`src/rtl/fp_bolme.sv`:
```
// Sequential IEEE-754 single-precision divider (restoring, one quotient bit per clock).
// Optional round-to-nearest-even when FP_BOLME_RNE_EN is defined; truncation otherwise.
module fp_bolme (
    input  logic        clk_i,
    input  logic        rst_ni,
    input  logic        basla_i,
    input  logic [31:0] x1_i,
    input  logic [31:0] x2_i,
    output logic [31:0] sonuc_o,
    output logic        gecerli_o,
    output logic        mesgul_o
);

    typedef enum logic [2:0] {
        S_IDLE,
        S_UNPACK,
        S_DIVIDE,
        S_NORM,
        S_ROUND
    } state_t;

    state_t             state_reg;
    logic [31:0]        x1_reg;
    logic [31:0]        x2_reg;
    logic               sign_reg;
    logic signed [9:0]  exp_reg;
    logic [23:0]        m2_reg;
    logic [25:0]        rem_reg;
    logic [25:0]        q_reg;
    logic [4:0]         cnt_reg;
    logic [22:0]        mant_reg;
    logic               guard_reg;
    logic               sticky_reg;
    logic [31:0]        sonuc_reg;
    logic               gecerli_reg;
    logic               mesgul_reg;

    // Operand classification on the latched operands; exp=0 counts as zero
    logic zero1, zero2, inf1, inf2, nan1, nan2;
    logic sign_w, res_nan, res_inf, res_zero;

    always_comb begin
        zero1    = (x1_reg[30:23] == 8'h00);
        zero2    = (x2_reg[30:23] == 8'h00);
        inf1     = (x1_reg[30:23] == 8'hFF) && (x1_reg[22:0] == 23'd0);
        inf2     = (x2_reg[30:23] == 8'hFF) && (x2_reg[22:0] == 23'd0);
        nan1     = (x1_reg[30:23] == 8'hFF) && (x1_reg[22:0] != 23'd0);
        nan2     = (x2_reg[30:23] == 8'hFF) && (x2_reg[22:0] != 23'd0);
        sign_w   = x1_reg[31] ^ x2_reg[31];
        res_nan  = nan1 | nan2 | (zero1 & zero2) | (inf1 & inf2);
        res_inf  = zero2 | inf1;
        res_zero = zero1 | inf2;
    end

    // One restoring iteration
    logic        rem_ge;
    logic [25:0] rem_sub;
    logic [25:0] rem_shift;

    always_comb begin
        rem_ge    = (rem_reg >= {2'b00, m2_reg});
        rem_sub   = rem_ge ? (rem_reg - {2'b00, m2_reg}) : rem_reg;
        rem_shift = rem_sub << 1;
    end

    logic round_inc;
`ifdef FP_BOLME_RNE_EN
    assign round_inc = guard_reg & (sticky_reg | mant_reg[0]);
`else
    assign round_inc = 1'b0;
    logic unused_round_bits;
    assign unused_round_bits = ^{guard_reg, sticky_reg};
`endif

    // Carry out of the 23-bit mantissa leaves it at zero and bumps the exponent
    logic [23:0]       rnd_sum;
    logic signed [9:0] exp_rnd;

    always_comb begin
        rnd_sum = {1'b0, mant_reg} + {23'd0, round_inc};
        exp_rnd = exp_reg + $signed({9'd0, rnd_sum[23]});
    end

    always_ff @(posedge clk_i) begin
        if (!rst_ni) begin
            state_reg   <= S_IDLE;
            x1_reg      <= 32'd0;
            x2_reg      <= 32'd0;
            sign_reg    <= 1'b0;
            exp_reg     <= 10'sd0;
            m2_reg      <= 24'd0;
            rem_reg     <= 26'd0;
            q_reg       <= 26'd0;
            cnt_reg     <= 5'd0;
            mant_reg    <= 23'd0;
            guard_reg   <= 1'b0;
            sticky_reg  <= 1'b0;
            sonuc_reg   <= 32'd0;
            gecerli_reg <= 1'b0;
            mesgul_reg  <= 1'b0;
        end else begin
            gecerli_reg <= 1'b0;
            unique case (state_reg)
                S_IDLE: begin
                    // Busy stays up through the valid cycle and drops on the next idle edge
                    mesgul_reg <= basla_i;
                    if (basla_i) begin
                        x1_reg    <= x1_i;
                        x2_reg    <= x2_i;
                        state_reg <= S_UNPACK;
                    end
                end
                S_UNPACK: begin
                    sign_reg <= sign_w;
                    if (res_nan) begin
                        sonuc_reg   <= 32'h7FC0_0000;
                        gecerli_reg <= 1'b1;
                        state_reg   <= S_IDLE;
                    end else if (res_inf) begin
                        sonuc_reg   <= {sign_w, 8'hFF, 23'd0};
                        gecerli_reg <= 1'b1;
                        state_reg   <= S_IDLE;
                    end else if (res_zero) begin
                        sonuc_reg   <= {sign_w, 31'd0};
                        gecerli_reg <= 1'b1;
                        state_reg   <= S_IDLE;
                    end else begin
                        exp_reg   <= $signed({2'b00, x1_reg[30:23]})
                                   - $signed({2'b00, x2_reg[30:23]}) + 10'sd127;
                        m2_reg    <= {1'b1, x2_reg[22:0]};
                        rem_reg   <= {3'b001, x1_reg[22:0]};
                        q_reg     <= 26'd0;
                        cnt_reg   <= 5'd0;
                        state_reg <= S_DIVIDE;
                    end
                end
                S_DIVIDE: begin
                    rem_reg <= rem_shift;
                    q_reg   <= {q_reg[24:0], rem_ge};
                    cnt_reg <= cnt_reg + 5'd1;
                    if (cnt_reg == 5'd25) begin
                        state_reg <= S_NORM;
                    end
                end
                S_NORM: begin
                    if (q_reg[25]) begin
                        mant_reg   <= q_reg[24:2];
                        guard_reg  <= q_reg[1];
                        sticky_reg <= q_reg[0] | (rem_reg != 26'd0);
                    end else begin
                        exp_reg    <= exp_reg - 10'sd1;
                        mant_reg   <= q_reg[23:1];
                        guard_reg  <= q_reg[0];
                        sticky_reg <= (rem_reg != 26'd0);
                    end
                    state_reg <= S_ROUND;
                end
                S_ROUND: begin
                    if (exp_rnd >= 10'sd255) begin
                        sonuc_reg <= {sign_reg, 8'hFF, 23'd0};
                    end else if (exp_rnd <= 10'sd0) begin
                        sonuc_reg <= {sign_reg, 31'd0};
                    end else begin
                        sonuc_reg <= {sign_reg, exp_rnd[7:0], rnd_sum[22:0]};
                    end
                    gecerli_reg <= 1'b1;
                    state_reg   <= S_IDLE;
                end
                default: begin
                    state_reg <= S_IDLE;
                end
            endcase
        end
    end

    assign sonuc_o   = sonuc_reg;
    assign gecerli_o = gecerli_reg;
    assign mesgul_o  = mesgul_reg;

endmodule
```
`config.mk`:
```
export PLATFORM = sky130hd
export DESIGN_NAME = fp_bolme
export DESIGN_NICKNAME = d
export VERILOG_FILES = /design/src/rtl/fp_bolme.sv
export SDC_FILE = /design/constraint.sdc
export NUM_CORES = 1
export LEC_CHECK = 0
export BUFFER_PORTS_ARGS = -buffer_cell sky130_fd_sc_hd__buf_2
export CAP_MARGIN = 20
export CORE_ASPECT_RATIO = 0.8
export CORE_UTILIZATION = 60
export CTS_CLUSTER_DIAMETER = 80
export DETAILED_ROUTE_END_ITERATION = 10
export PLACE_DENSITY = 0.81
export SKIP_CTS_REPAIR_TIMING = 1
export SLEW_MARGIN = 20
export SYNTH_ARGS = -nofsm -noshare
export SYNTH_HDL_FRONTEND = slang
export SYNTH_SLANG_ARGS = --single-unit
```
`constraint.sdc`:
```
create_clock -name clk_i -period 5.1 [get_ports clk_i]
set_input_delay 0.255 -clock clk_i [delete_from_list [all_inputs] [get_ports clk_i]]
set_output_delay 0.255 -clock clk_i [all_outputs]
set_load 0.02 [all_outputs]
```
==> flow_metrics.tcl <==
set metrics [dict create \
    worstPathRequired_ns 5.48 \
    drv_cap 0 \
    nNetsFinal 1545 \
    hold_violations 19 \
    antenna_left 0 \
    violations "DRC, hold timing" \
    irDropWorstVdd_mv 0.3199 \
    grt_pass1_vias 8797 \
    synth_fa_ha_area_frac 0.04707 \
    holdPathEnd "x2_reg[11]$_SDFFE_PN0P_" \
    area_growth_pct 14.07 \
    cts_root_buf "clkbuf_16" \
    place_congestion 0.8834 \
    rsz0062_at_grt "false" \
    drt-wirelength-per-cell_um 16.22 \
    drc 14 \
    p_total_mw 4.924 \
    clkSinkCount 216 \
    syn_inst 1368 \
    synth_top_family_by_area "simple AND/OR/NAND/NOR gates" \
    fp-row-count 43 \
    slew_headroom 0.3197 \
    leakage_nw 4.812 \
    hold_ws_ns -0.01955 \
    fin_skew_ns 0.01155 \
    grt_max_degree 91 \
    first_pass_iters 8 \
    reg2reg_from "rem_reg[0]$_SDFFE_PN0P_" \
    drive_above_1_share 0.1129 \
    antenna_found_initial 0 \
    seqPwrFrac 0.375 \
    cp.arrival_ns 3.82 \
    p_sw_mw 1.565 \
    placed_area_um2 11290 \
    final_cell_area_um2 12310 \
    async_flop_share 0 \
    ff2ff_path_depth 13 \
    dieWidth_um 152.0 \
    ys_types 73 \
    synth_edf_count 0 \
    p_int_mw 3.359 \
    post-route-min-period_ns 3.441 \
    grt_overflow 0 \
    p_comb_frac 0.283 \
    initial_utilization 0.6172 \
    core_area_um2 17490 \
    max_freq_mhz 290.6 \
    wl_um 27210 \
    numCtsBuffers 22 \
    hold_path_class "input pin to register" \
    syn_area_um2 10790 \
    finalSetupViolations 0 \
    layout_common_cells "297 x nand2_1, 216 x dfxtp_1, 165 x a21oi_1" \
    yosys_register_bits 216 \
    synth_area_leader_cell "dfxtp_1" \
    yosys.area_share.simple 0.2227 \
    die_h_um 122.0 \
    path_class "register to register" \
    vias_per_cell 5.913 \
    post_synth_mux_area_share 0.04092 \
    synthXorXnorAreaFrac 0.02678 \
    cp-end-kind "register" \
    synth_compound_area_frac 0.2086 \
    finalCritPeriodShare 0.6746 \
    slew_violations 0 \
    r2r-end "rem_reg[10]$_SDFFE_PN0P_" \
    final_common_cell "nand2_1" \
    htreeDepth 1 \
    pwr-share-clk 0.342 \
    diodes 0 \
    critPathMaxFanout 17 \
    clk_pin_slew_worst_paths_ns 0.06 \
    drtIter0Drc 724 \
    die-area_um2 18530 \
    tns_ns 0 \
    cts_tree "yes" \
    synth.avg_cell_area_um2 7.890 \
    synth_area_leaders "dfxtp_1 40%, nand2_1 10%, a21oi_1 7.7%" \
    yosysSeqAreaShare 0.4006 \
    power.density_nw_per_um2 400.0 \
    synth_top_area_share 0.4006 \
    cts_buffer_depth 3 \
    status "complete, but fails checks" \
    hp-start "x2_i[11]" \
    grt_pass1_wl_um 43260 \
    numPortBuffers 100 \
    insertion_delay_ns 0.51 \
    num_vias 9916 \
    ys.warnings.count 0 \
    ys.flop_type "dfxtp_1" \
    synth_nets 1475 \
    grt_usage 0.2813 \
    dpl.hpwl_um 18110 \
    r2r_setup_slack_ns 1.66 \
    worstMarginPinSlew_ns 1.020 \
    ioPinCount 101 \
    p_sw_frac 0.3178 \
    critical_path.startpoint_type "register" \
    whs_path_depth 3 \
]
## power by group through the flow
stage	Clock (mW)	Combinational, mW	Sequential [mW]
6_report	1.69	1.39	1.85
5_1_grt	1.77	1.53	1.85
4_1_cts	1.70	1.36	1.84
3_5_place_dp	0	1.36	1.88
3_3_place_gp	0	1.34	1.88
2_1_floorplan	0	1.14	1.86
## worst max-delay path by stage
stage          slack [ns]                        to               startpoint
6_report             1.66  rem_reg[10]$_SDFFE_PN0P_  rem_reg[0]$_SDFFE_PN0P_
5_1_grt              1.43  rem_reg[10]$_SDFFE_PN0P_  rem_reg[0]$_SDFFE_PN0P_
4_1_cts              1.67  rem_reg[10]$_SDFFE_PN0P_  rem_reg[0]$_SDFFE_PN0P_
3_5_place_dp         1.74  rem_reg[10]$_SDFFE_PN0P_  rem_reg[0]$_SDFFE_PN0P_
3_3_place_gp         1.84  rem_reg[10]$_SDFFE_PN0P_  m2_reg[15]$_SDFFE_PN0P_
2_1_floorplan        2.47   rem_reg[2]$_SDFFE_PN0P_  m2_reg[15]$_SDFFE_PN0P_
## per-layer routing
metal	up-vias	routed length [um]	GRT usage	share of wire
met1	4647	12700	0.3863	0.47
met3	45	1400	0.03949	0.051
met2	290	12450	0.4659	0.46
met4	0	655	0.07589	0.024
li1	4934	-	-	-
met5	-	0	0	0
## worst max-delay path: stages, from the launching register on
cell and delay [ns]:
dfxtp_1 0.33, inv_1 0.07, ha_1 0.19, inv_1 0.06
fa_1 0.40, nand3_1 0.10, nand2_1 0.12, a21oi_1 0.30
o211ai_1 0.15, o211a_2 0.19, a41oi_4 0.60, buf_4 0.38
a2111oi_0 0.11, a2111oi_0 0.32
## kinds of logic after synthesis
logic type	after synthesis
AOI/OAI and AO/OA	360
xor gates and xnor gates	33
adders and majority gates	40
buffers and inverters	141
DFF	216
muxes	44
and+or+nand+nor	534
## through the flow
step,hold WS (ns),utilization,setup WS [ns],instances
3_3_place_gp,0.4438,0.6454,1.837,1612
3_5_place_dp,0.4467,0.6454,1.742,1612
2_1_floorplan,0.3910,-,2.467,1368
6_report,-0.01955,0.7041,1.659,1677
5_1_grt,-0.006052,0.7041,1.432,1677
4_1_cts,-0.02976,0.6885,1.665,1650
## cells in the mapped netlist (all sizes together) (3+ instances only)
| master | n |
|---|---|
| nand2 | 299 |
| dfxtp | 216 |
| a21oi | 166 |
| nor2 | 75 |
| clkbuf | 71 |
| o21ai | 57 |
| inv | 49 |
| mux2i | 43 |
| ha | 39 |
| nand3 | 38 |
| a211oi | 31 |
| a22o | 23 |
| buf | 21 |
| xnor2 | 19 |
| nand4 | 17 |
| nor3 | 16 |
| a31oi | 14 |
| nor4 | 14 |
| xor2 | 14 |
| and3 | 13 |
| nor2b | 11 |
| a21o | 10 |
| or4 | 9 |
| and2 | 8 |
| nor3b | 8 |
| o21a | 7 |
| a2111oi | 6 |
| a22oi | 6 |
| nand2b | 6 |
| a221oi | 5 |
| o211ai | 5 |
| o21bai | 4 |
| o31ai | 4 |
| a41oi | 3 |
| and4 | 3 |
| nand4b | 3 |
| o2111ai | 3 |
| or3 | 3 |
## layout make-up
type	instances	area, um2
multi-input combinational	1011	5912
fill	1416	5174
timing repair buffer	138	854.6
clock inverter	8	132.6
inverter	49	186.4
sequential	216	4324
tap	225	281.5
clock buffer	30	620.6
No activity file was read; power rests on OpenSTA's default activity.
